===== src/rtl/dma_timing_and_control_if.sv =====
`default_nettype none
// ============================================================================
// Module  : dma_timing_and_control_if
// Brief   : Request, handshake and bus-strobe bundle of the DMA timing block.
// Rev     : 1.0  initial release
// ============================================================================
interface dma_timing_and_control_if;
  logic [3:0] dma_request;
  logic       hold_acknowledge;
  logic       end_of_process_n;
  logic       underflow;
  logic [1:0] transfer_mode;
  logic [1:0] transfer_type;
  logic       autoinitialize;
  logic       status_clear;
  logic       master_clear;
  logic       hold_request;
  logic [3:0] dma_acknowledge;
  logic [3:0] transfer_register_select;
  logic       next_word;
  logic       initialize_current_register;
  logic       end_of_process;
  logic [3:0] terminal_count;
  logic       address_enable;
  logic       address_strobe;
  logic       memory_read_n;
  logic       memory_write_n;
  logic       io_read_n;
  logic       io_write_n;

  modport master (
    input  dma_request, hold_acknowledge, end_of_process_n, underflow,
           transfer_mode, transfer_type, autoinitialize, status_clear, master_clear,
    output hold_request, dma_acknowledge, transfer_register_select, next_word,
           initialize_current_register, end_of_process, terminal_count,
           address_enable, address_strobe, memory_read_n, memory_write_n,
           io_read_n, io_write_n
  );

  modport slave (
    output dma_request, hold_acknowledge, end_of_process_n, underflow,
           transfer_mode, transfer_type, autoinitialize, status_clear, master_clear,
    input  hold_request, dma_acknowledge, transfer_register_select, next_word,
           initialize_current_register, end_of_process, terminal_count,
           address_enable, address_strobe, memory_read_n, memory_write_n,
           io_read_n, io_write_n
  );
endinterface
`default_nettype wire


===== src/rtl/dma_timing_and_control.sv =====
`default_nettype none
// ============================================================================
// Module  : dma_timing_and_control
// Brief   : KF8237 transfer sequencer: fixed-priority grant, HRQ/HLDA, S0-S4.
// Rev     : 1.0  initial release
// ============================================================================
module dma_timing_and_control (
  input  wire logic                clock,
  input  wire logic                reset,
  dma_timing_and_control_if.master bus
);
  localparam logic [2:0] c_IDLE = 3'd0;
  localparam logic [2:0] c_S0   = 3'd1;
  localparam logic [2:0] c_S1   = 3'd2;
  localparam logic [2:0] c_S2   = 3'd3;
  localparam logic [2:0] c_S3   = 3'd4;
  localparam logic [2:0] c_S4   = 3'd5;
  localparam logic [2:0] c_SA   = 3'd6;

  localparam logic [1:0] c_MODE_DEMAND = 2'b00;
  localparam logic [1:0] c_MODE_BLOCK  = 2'b10;
  localparam logic [1:0] c_TYPE_WRITE  = 2'b01;
  localparam logic [1:0] c_TYPE_READ   = 2'b10;

  logic [2:0] r_state;
  logic [3:0] r_select;
  logic       r_eop_seen;
  logic       r_hold_request;
  logic [3:0] r_dack;
  logic       r_next_word;
  logic       r_init;
  logic       r_eop;
  logic [3:0] r_tc;
  logic       r_aen;
  logic       r_adstb;
  logic       r_mem_rd_n;
  logic       r_mem_wr_n;
  logic       r_io_rd_n;
  logic       r_io_wr_n;

  logic [2:0] w_next_state;
  logic [3:0] w_grant;
  logic       w_req_held;
  logic       w_eop_now;
  logic [3:0] w_select;
  logic       w_hold_request;
  logic       w_aen;
  logic [3:0] w_dack;
  logic       w_adstb;
  logic       w_next_word;
  logic       w_init;
  logic       w_eop;
  logic [3:0] w_tc;
  logic       w_rd_phase;
  logic       w_mem_rd_n;
  logic       w_mem_wr_n;
  logic       w_io_rd_n;
  logic       w_io_wr_n;

  always_comb begin
    w_grant = 4'b0000;
    if      (bus.dma_request[0]) w_grant = 4'b0001;
    else if (bus.dma_request[1]) w_grant = 4'b0010;
    else if (bus.dma_request[2]) w_grant = 4'b0100;
    else if (bus.dma_request[3]) w_grant = 4'b1000;
  end

  assign w_req_held = |(bus.dma_request & r_select);
  assign w_eop_now  = bus.underflow | r_eop_seen | ~bus.end_of_process_n;

  // State and every output are registered together; outputs decode the next state.
  always_ff @(posedge clock) begin
    if (!reset || bus.master_clear) begin
      r_state        <= c_IDLE;
      r_select       <= 4'b0000;
      r_eop_seen     <= 1'b0;
      r_hold_request <= 1'b0;
      r_dack         <= 4'b0000;
      r_next_word    <= 1'b0;
      r_init         <= 1'b0;
      r_eop          <= 1'b0;
      r_tc           <= 4'b0000;
      r_aen          <= 1'b0;
      r_adstb        <= 1'b0;
      r_mem_rd_n     <= 1'b1;
      r_mem_wr_n     <= 1'b1;
      r_io_rd_n      <= 1'b1;
      r_io_wr_n      <= 1'b1;
    end else begin
      r_state        <= w_next_state;
      r_select       <= w_select;
      r_hold_request <= w_hold_request;
      r_dack         <= w_dack;
      r_next_word    <= w_next_word;
      r_init         <= w_init;
      r_eop          <= w_eop;
      r_tc           <= w_tc;
      r_aen          <= w_aen;
      r_adstb        <= w_adstb;
      r_mem_rd_n     <= w_mem_rd_n;
      r_mem_wr_n     <= w_mem_wr_n;
      r_io_rd_n      <= w_io_rd_n;
      r_io_wr_n      <= w_io_wr_n;
      if (w_next_state == c_S1)
        r_eop_seen <= 1'b0;
      else if ((r_state == c_S2 || r_state == c_S3) && !bus.end_of_process_n)
        r_eop_seen <= 1'b1;
    end
  end

  always_comb begin
    w_next_state = r_state;
    case (r_state)
      c_IDLE: if (bus.dma_request != 4'b0000) w_next_state = c_S0;
      c_S0: begin
        if (bus.hold_acknowledge) w_next_state = c_S1;
        else if (!w_req_held)     w_next_state = c_IDLE;
      end
      c_S1: w_next_state = c_S2;
      c_S2: w_next_state = c_S3;
      c_S3: w_next_state = c_S4;
      c_S4: begin
        if (w_eop_now)
          w_next_state = bus.autoinitialize ? c_SA : c_IDLE;
        else if (bus.transfer_mode == c_MODE_BLOCK)
          w_next_state = c_S1;
        else if (bus.transfer_mode == c_MODE_DEMAND && w_req_held)
          w_next_state = c_S1;
        else
          w_next_state = c_IDLE;
      end
      c_SA:    w_next_state = c_IDLE;
      default: w_next_state = c_IDLE;
    endcase
  end

  always_comb begin
    w_select = r_select;
    if (w_next_state == c_IDLE)  w_select = 4'b0000;
    else if (r_state == c_IDLE)  w_select = w_grant;

    w_hold_request = (w_next_state != c_IDLE);
    w_aen          = w_next_state inside {c_S1, c_S2, c_S3, c_S4, c_SA};
    w_dack         = w_aen ? w_select : 4'b0000;
    w_adstb        = (w_next_state == c_S1);
    w_next_word    = (w_next_state == c_S3);
    w_init         = (w_next_state == c_SA);
    w_rd_phase     = (w_next_state == c_S2) || (w_next_state == c_S3);

    w_mem_rd_n = !(w_rd_phase && bus.transfer_type == c_TYPE_READ);
    w_io_rd_n  = !(w_rd_phase && bus.transfer_type == c_TYPE_WRITE);
    w_io_wr_n  = !(w_next_state == c_S3 && bus.transfer_type == c_TYPE_READ);
    w_mem_wr_n = !(w_next_state == c_S3 && bus.transfer_type == c_TYPE_WRITE);

    w_eop = (r_state == c_S4) && w_eop_now;

    // A terminal-count set wins over a coincident status read.
    w_tc = r_tc;
    if (r_state == c_S4 && bus.underflow) w_tc = r_tc | r_select;
    else if (bus.status_clear)            w_tc = 4'b0000;
  end

  assign bus.hold_request                = r_hold_request;
  assign bus.dma_acknowledge             = r_dack;
  assign bus.transfer_register_select    = r_select;
  assign bus.next_word                   = r_next_word;
  assign bus.initialize_current_register = r_init;
  assign bus.end_of_process              = r_eop;
  assign bus.terminal_count              = r_tc;
  assign bus.address_enable              = r_aen;
  assign bus.address_strobe              = r_adstb;
  assign bus.memory_read_n               = r_mem_rd_n;
  assign bus.memory_write_n              = r_mem_wr_n;
  assign bus.io_read_n                   = r_io_rd_n;
  assign bus.io_write_n                  = r_io_wr_n;
endmodule
`default_nettype wire

===== src/flat_wrapper.sv =====
// flat-port wrapper written by rule: the top's interface ports become plain ports
module dma_timing_and_control_flat 
  (clock, reset, bus_dma_request, bus_hold_acknowledge, bus_end_of_process_n, bus_underflow, bus_transfer_mode, bus_transfer_type, bus_autoinitialize, bus_status_clear, bus_master_clear, bus_hold_request, bus_dma_acknowledge, bus_transfer_register_select, bus_next_word, bus_initialize_current_register, bus_end_of_process, bus_terminal_count, bus_address_enable, bus_address_strobe, bus_memory_read_n, bus_memory_write_n, bus_io_read_n, bus_io_write_n);
  dma_timing_and_control_if bus_i ();
  input  wire logic clock;
  input  wire logic reset;
  input wire logic [$bits(bus_i.dma_request)-1:0] bus_dma_request;
  input wire logic [$bits(bus_i.hold_acknowledge)-1:0] bus_hold_acknowledge;
  input wire logic [$bits(bus_i.end_of_process_n)-1:0] bus_end_of_process_n;
  input wire logic [$bits(bus_i.underflow)-1:0] bus_underflow;
  input wire logic [$bits(bus_i.transfer_mode)-1:0] bus_transfer_mode;
  input wire logic [$bits(bus_i.transfer_type)-1:0] bus_transfer_type;
  input wire logic [$bits(bus_i.autoinitialize)-1:0] bus_autoinitialize;
  input wire logic [$bits(bus_i.status_clear)-1:0] bus_status_clear;
  input wire logic [$bits(bus_i.master_clear)-1:0] bus_master_clear;
  output wire logic [$bits(bus_i.hold_request)-1:0] bus_hold_request;
  output wire logic [$bits(bus_i.dma_acknowledge)-1:0] bus_dma_acknowledge;
  output wire logic [$bits(bus_i.transfer_register_select)-1:0] bus_transfer_register_select;
  output wire logic [$bits(bus_i.next_word)-1:0] bus_next_word;
  output wire logic [$bits(bus_i.initialize_current_register)-1:0] bus_initialize_current_register;
  output wire logic [$bits(bus_i.end_of_process)-1:0] bus_end_of_process;
  output wire logic [$bits(bus_i.terminal_count)-1:0] bus_terminal_count;
  output wire logic [$bits(bus_i.address_enable)-1:0] bus_address_enable;
  output wire logic [$bits(bus_i.address_strobe)-1:0] bus_address_strobe;
  output wire logic [$bits(bus_i.memory_read_n)-1:0] bus_memory_read_n;
  output wire logic [$bits(bus_i.memory_write_n)-1:0] bus_memory_write_n;
  output wire logic [$bits(bus_i.io_read_n)-1:0] bus_io_read_n;
  output wire logic [$bits(bus_i.io_write_n)-1:0] bus_io_write_n;
  assign bus_i.dma_request = bus_dma_request;
  assign bus_i.hold_acknowledge = bus_hold_acknowledge;
  assign bus_i.end_of_process_n = bus_end_of_process_n;
  assign bus_i.underflow = bus_underflow;
  assign bus_i.transfer_mode = bus_transfer_mode;
  assign bus_i.transfer_type = bus_transfer_type;
  assign bus_i.autoinitialize = bus_autoinitialize;
  assign bus_i.status_clear = bus_status_clear;
  assign bus_i.master_clear = bus_master_clear;
  assign bus_hold_request = bus_i.hold_request;
  assign bus_dma_acknowledge = bus_i.dma_acknowledge;
  assign bus_transfer_register_select = bus_i.transfer_register_select;
  assign bus_next_word = bus_i.next_word;
  assign bus_initialize_current_register = bus_i.initialize_current_register;
  assign bus_end_of_process = bus_i.end_of_process;
  assign bus_terminal_count = bus_i.terminal_count;
  assign bus_address_enable = bus_i.address_enable;
  assign bus_address_strobe = bus_i.address_strobe;
  assign bus_memory_read_n = bus_i.memory_read_n;
  assign bus_memory_write_n = bus_i.memory_write_n;
  assign bus_io_read_n = bus_i.io_read_n;
  assign bus_io_write_n = bus_i.io_write_n;
  dma_timing_and_control u_core (.clock(clock), .reset(reset), .bus(bus_i));
endmodule

===== config.mk =====
export PLATFORM = sky130hd
export DESIGN_NAME = dma_timing_and_control_flat
export DESIGN_NICKNAME = d
export VERILOG_FILES = /design/src/rtl/dma_timing_and_control_if.sv /design/src/rtl/dma_timing_and_control.sv /design/src/flat_wrapper.sv
export SDC_FILE = /design/constraint.sdc
export NUM_CORES = 1
export LEC_CHECK = 0
export BUFFER_PORTS_ARGS = -buffer_cell sky130_fd_sc_hd__buf_2
export CAP_MARGIN = 20
export CORE_MARGIN = 4
export CORE_UTILIZATION = 30
export DETAILED_ROUTE_END_ITERATION = 7
export MAX_ROUTING_LAYER = met4
export PLACE_DENSITY = 0.59
export SLEW_MARGIN = 0
export SYNTH_ARGS = -nofsm -noshare
export SYNTH_HDL_FRONTEND = slang
export SYNTH_SLANG_ARGS = --single-unit

===== constraint.sdc =====
create_clock -name clock -period 1.5 [get_ports clock]
set_input_delay 0.3 -clock clock [delete_from_list [all_inputs] [get_ports clock]]
set_output_delay 0.3 -clock clock [all_outputs]
set_load 0.05 [all_outputs]

==> metrics.txt <==
Startpoint Class flip-flop; fin. max-slew vios 0; Synth top area share 49.6%; pin count of the biggest net entering global routing 15; P&R area growth vs syn 38.5%; final setup margin -0.0851 ns; outcome finished with violations; IO Port Bufs 37; Synth area leader dfxtp_1; Peak VDD IR approximately 690 uV; Mapped Nets 127; Yosys warning count 0; CP max stage cell or4b_1; worst-path cell chain or4b_1, a311o_1, o21ai_1, and4_1; Die Y 67.1 um; ANT cells 0; clk_lat worst skew 0.31 ns; Synth cell types 34; delay-heaviest family, CP simple AND/OR/NAND/NOR gates; GPL Wtd Cong 0.828; Setup WS pre-CTS -0.244 ns; Max Root-Sink Buffers 2; hold wc startpoint bus_transfer_type[1]; Power Density 825 mW/mm^2; CTS H-tree lvls 1; RR Endpoint u_core.bus.address_strobe; CTS tree done; initial antenna violation count 0; Leakage 0.643 nW; HPWL Detailed between 2000 and 2500 um; Tmin final 1.59 ns; CTS Root Cell clkbuf_4; Post-Syn Instances between 100 and 150; met2 usage 19.9%; R2R depth 4; hold crit path type in2reg; Tcrit/Tclk final 106%; r2r setup slk -0.09 ns; die width 67.1 um; crit path DAT 1.85 ns; Slew HR 72.9%; Post-DP Area 0.00139 sq mm; DP Cell Count 204; grt met3 use 4.72%; IO Pins 38; critical-path maximum fanout 3; Initial Util 31.2%; final setup fails 12; Clock Skew 0.00529 ns; total power roughly 1.2 mW; GRT Max-Usage Layer met2; core box area 0.00336 sq mm; vias per cell 4.71; global routing usage on met1 17.4%; Synth area leaders dfxtp_1 50%, a21oi_2 5.0%, nor2_1 4.7%; Inserted Clock Buffers 3; Hold Crit Endpoint u_core.bus.io_read_n; Die ar. 0.00451 sq mm; Max Freq 631 MHz; failing checks negative setup slack; Detailed Route WL 2630 um; Vias 985; WS Path Type reg2reg; WP depth 4; Worst R2R Start u_core.r_eop_seen; crit-path max cell delay 0.50 ns; Worst-Margin Slew 0.406 ns; Worst Hold Slack between 0.15 and 0.2 ns; Buf/Inv on CP 0; hold path depth 3; fin area ~0.0015 sq mm; ANT nets after route 0; clk sink count 26; Clk pin slew, worst setup/hold paths 0.13 ns; number of global-route vias before repair between 900 and 1,000; Initial DRT Pass Iterations 4; first-pass GRT wire length 4440 um; Crit. End Element flip-flop; Max Cap Viol 0; All-Layer GR Usage a little over an eighth; RSZ-0062 raised after global routing true; GRT overflow 0; DR WL/cell 12.6 um; Final Hold Viols 0; fraction of layout instances using a drive strength above 1 44.8%; Post-Syn Area per Cell 9.45 sq um; Non-Filler Instances 209; #FFs+latches synth 26; Req. time, crit path 1.77 ns; Initial DRC Count 47; FP Rows 21; Post-Synthesis Cell Area 0.00105 sq mm; final net count 180; register area share after synthesis 49.6%; Remaining DRCs 0
synth_stat cells, drive strengths merged:
cell type,n
o31a,1
and2,2
a211oi,2
or3b,1
buf,3
nor4b,1
a311oi,1
dfxtp,26
and4,1
nand2b,3
o22ai,1
and3,3
or4b,1
a22oi,6
a21oi,9
nand2,9
inv,2
nor3b,1
a311o,1
and4b,1
o21a,1
mux2,2
nor2b,7
clkbuf,2
nand3,1
nor3,3
and3b,2
nand3b,1
o21ai,4
nor2,13
registers in the layout, indices dropped and copies added (netlist names):
name                                    cells
u_core.bus.address_enable                   1
u_core.bus.address_strobe                   1
u_core.bus.dma_acknowledge                  4
u_core.bus.end_of_process                   1
u_core.bus.hold_request                     1
u_core.bus.initialize_current_register      1
u_core.bus.io_read_n                        1
u_core.bus.io_write_n                       1
u_core.bus.memory_read_n                    1
u_core.bus.memory_write_n                   1
u_core.bus.next_word                        1
u_core.bus.terminal_count                   4
u_core.bus.transfer_register_select         4
u_core.r_eop_seen                           1
u_core.r_state                              3
how the worst max path moves through the flow:
| stage | start | to |
|---|---|---|
| finish | u_core.r_eop_seen | u_core.bus.address_strobe |
| global route | u_core.r_eop_seen | u_core.bus.transfer_register_select[3] |
| CTS | u_core.r_eop_seen | u_core.bus.transfer_register_select[3] |
| detailed placement | bus_underflow | u_core.bus.transfer_register_select[0] |
| global placement | bus_underflow | u_core.bus.transfer_register_select[0] |
| floorplan | u_core.r_eop_seen | u_core.bus.transfer_register_select[3] |
cell usage in the layout (no fill, tap or decap), types with 3 or more instances in the layout:
| cell | synthesis | routed |
|---|---|---|
| buf_2 | 2 | 37 |
| dfxtp_1 | 26 | 21 |
| buf_4 | 0 | 15 |
| nor2_1 | 13 | 13 |
| nand2_1 | 9 | 9 |
| nor2b_1 | 7 | 7 |
| a22oi_1 | 6 | 6 |
| a21oi_2 | 6 | 6 |
| dfxtp_2 | 0 | 5 |
| o21ai_1 | 3 | 4 |
| nand2b_1 | 3 | 3 |
| a21oi_1 | 3 | 3 |
| and3_1 | 3 | 3 |
| clkbuf_4 | 0 | 3 |
repair_timing:
action / in CTS / in global routing
hold buffers: 0 / 0
endpoints found under the setup margin: 12 / 14
hold endpoints to repair: 0 / 0
pin swaps: 2 / 1
setup buffers: 1 / 0
gates resized for setup: 4 / 1
power breakdown:
| group | internal (mW) | switching, mW | total [mW] |
|---|---|---|---|
| clock | 0.148 | 0.194 | 0.342 |
| combinational | 0.0648 | 0.0864 | 0.151 |
| sequential | 0.699 | 0.00599 | 0.705 |
worst min-delay path, stage by stage:
cell     delay, ns
buf_2         0.09
nor2b_1       0.05
nand2_1       0.05
per-layer routing:
layer	wire [um]	vias to the layer above	share of wire [%]
li1	-	496	-
met1	1200	440	46
met2	1140	47	43
met3	278	2	11
met4	11	0	0.42
met5	0	-	0
cell families (layout without fill, tap and decap cells):
logic type,count (synthesis),count (layout),synth area share [%]
AOI/OAI and AO/OA,26,26,18.0
DFF,26,26,49.6
and+or+nand+nor,50,50,26.7
buffers and inverters,7,59,3.46
muxes,2,2,2.15
per-stage QoR:
stage	utilization, %	setup TNS (ns)
6_report	43.2	-0.635
5_1_grt	43.2	-1.25
4_1_cts	43.0	-0.359
3_5_place_dp	41.4	-2.32
3_3_place_gp	41.4	-2.38
2_1_floorplan	-	-0.116
area by class of cell:
class / instances / area (sq um)
fillers: 358 / 1910
repair buffers: 53 / 318
inverters: 2 / 7.51
clock buffers: 4 / 36.3
flip-flops and latches: 26 / 527
well taps: 46 / 57.6
multi-input cells: 78 / 507
No activity file was read; power rests on OpenSTA's default activity.
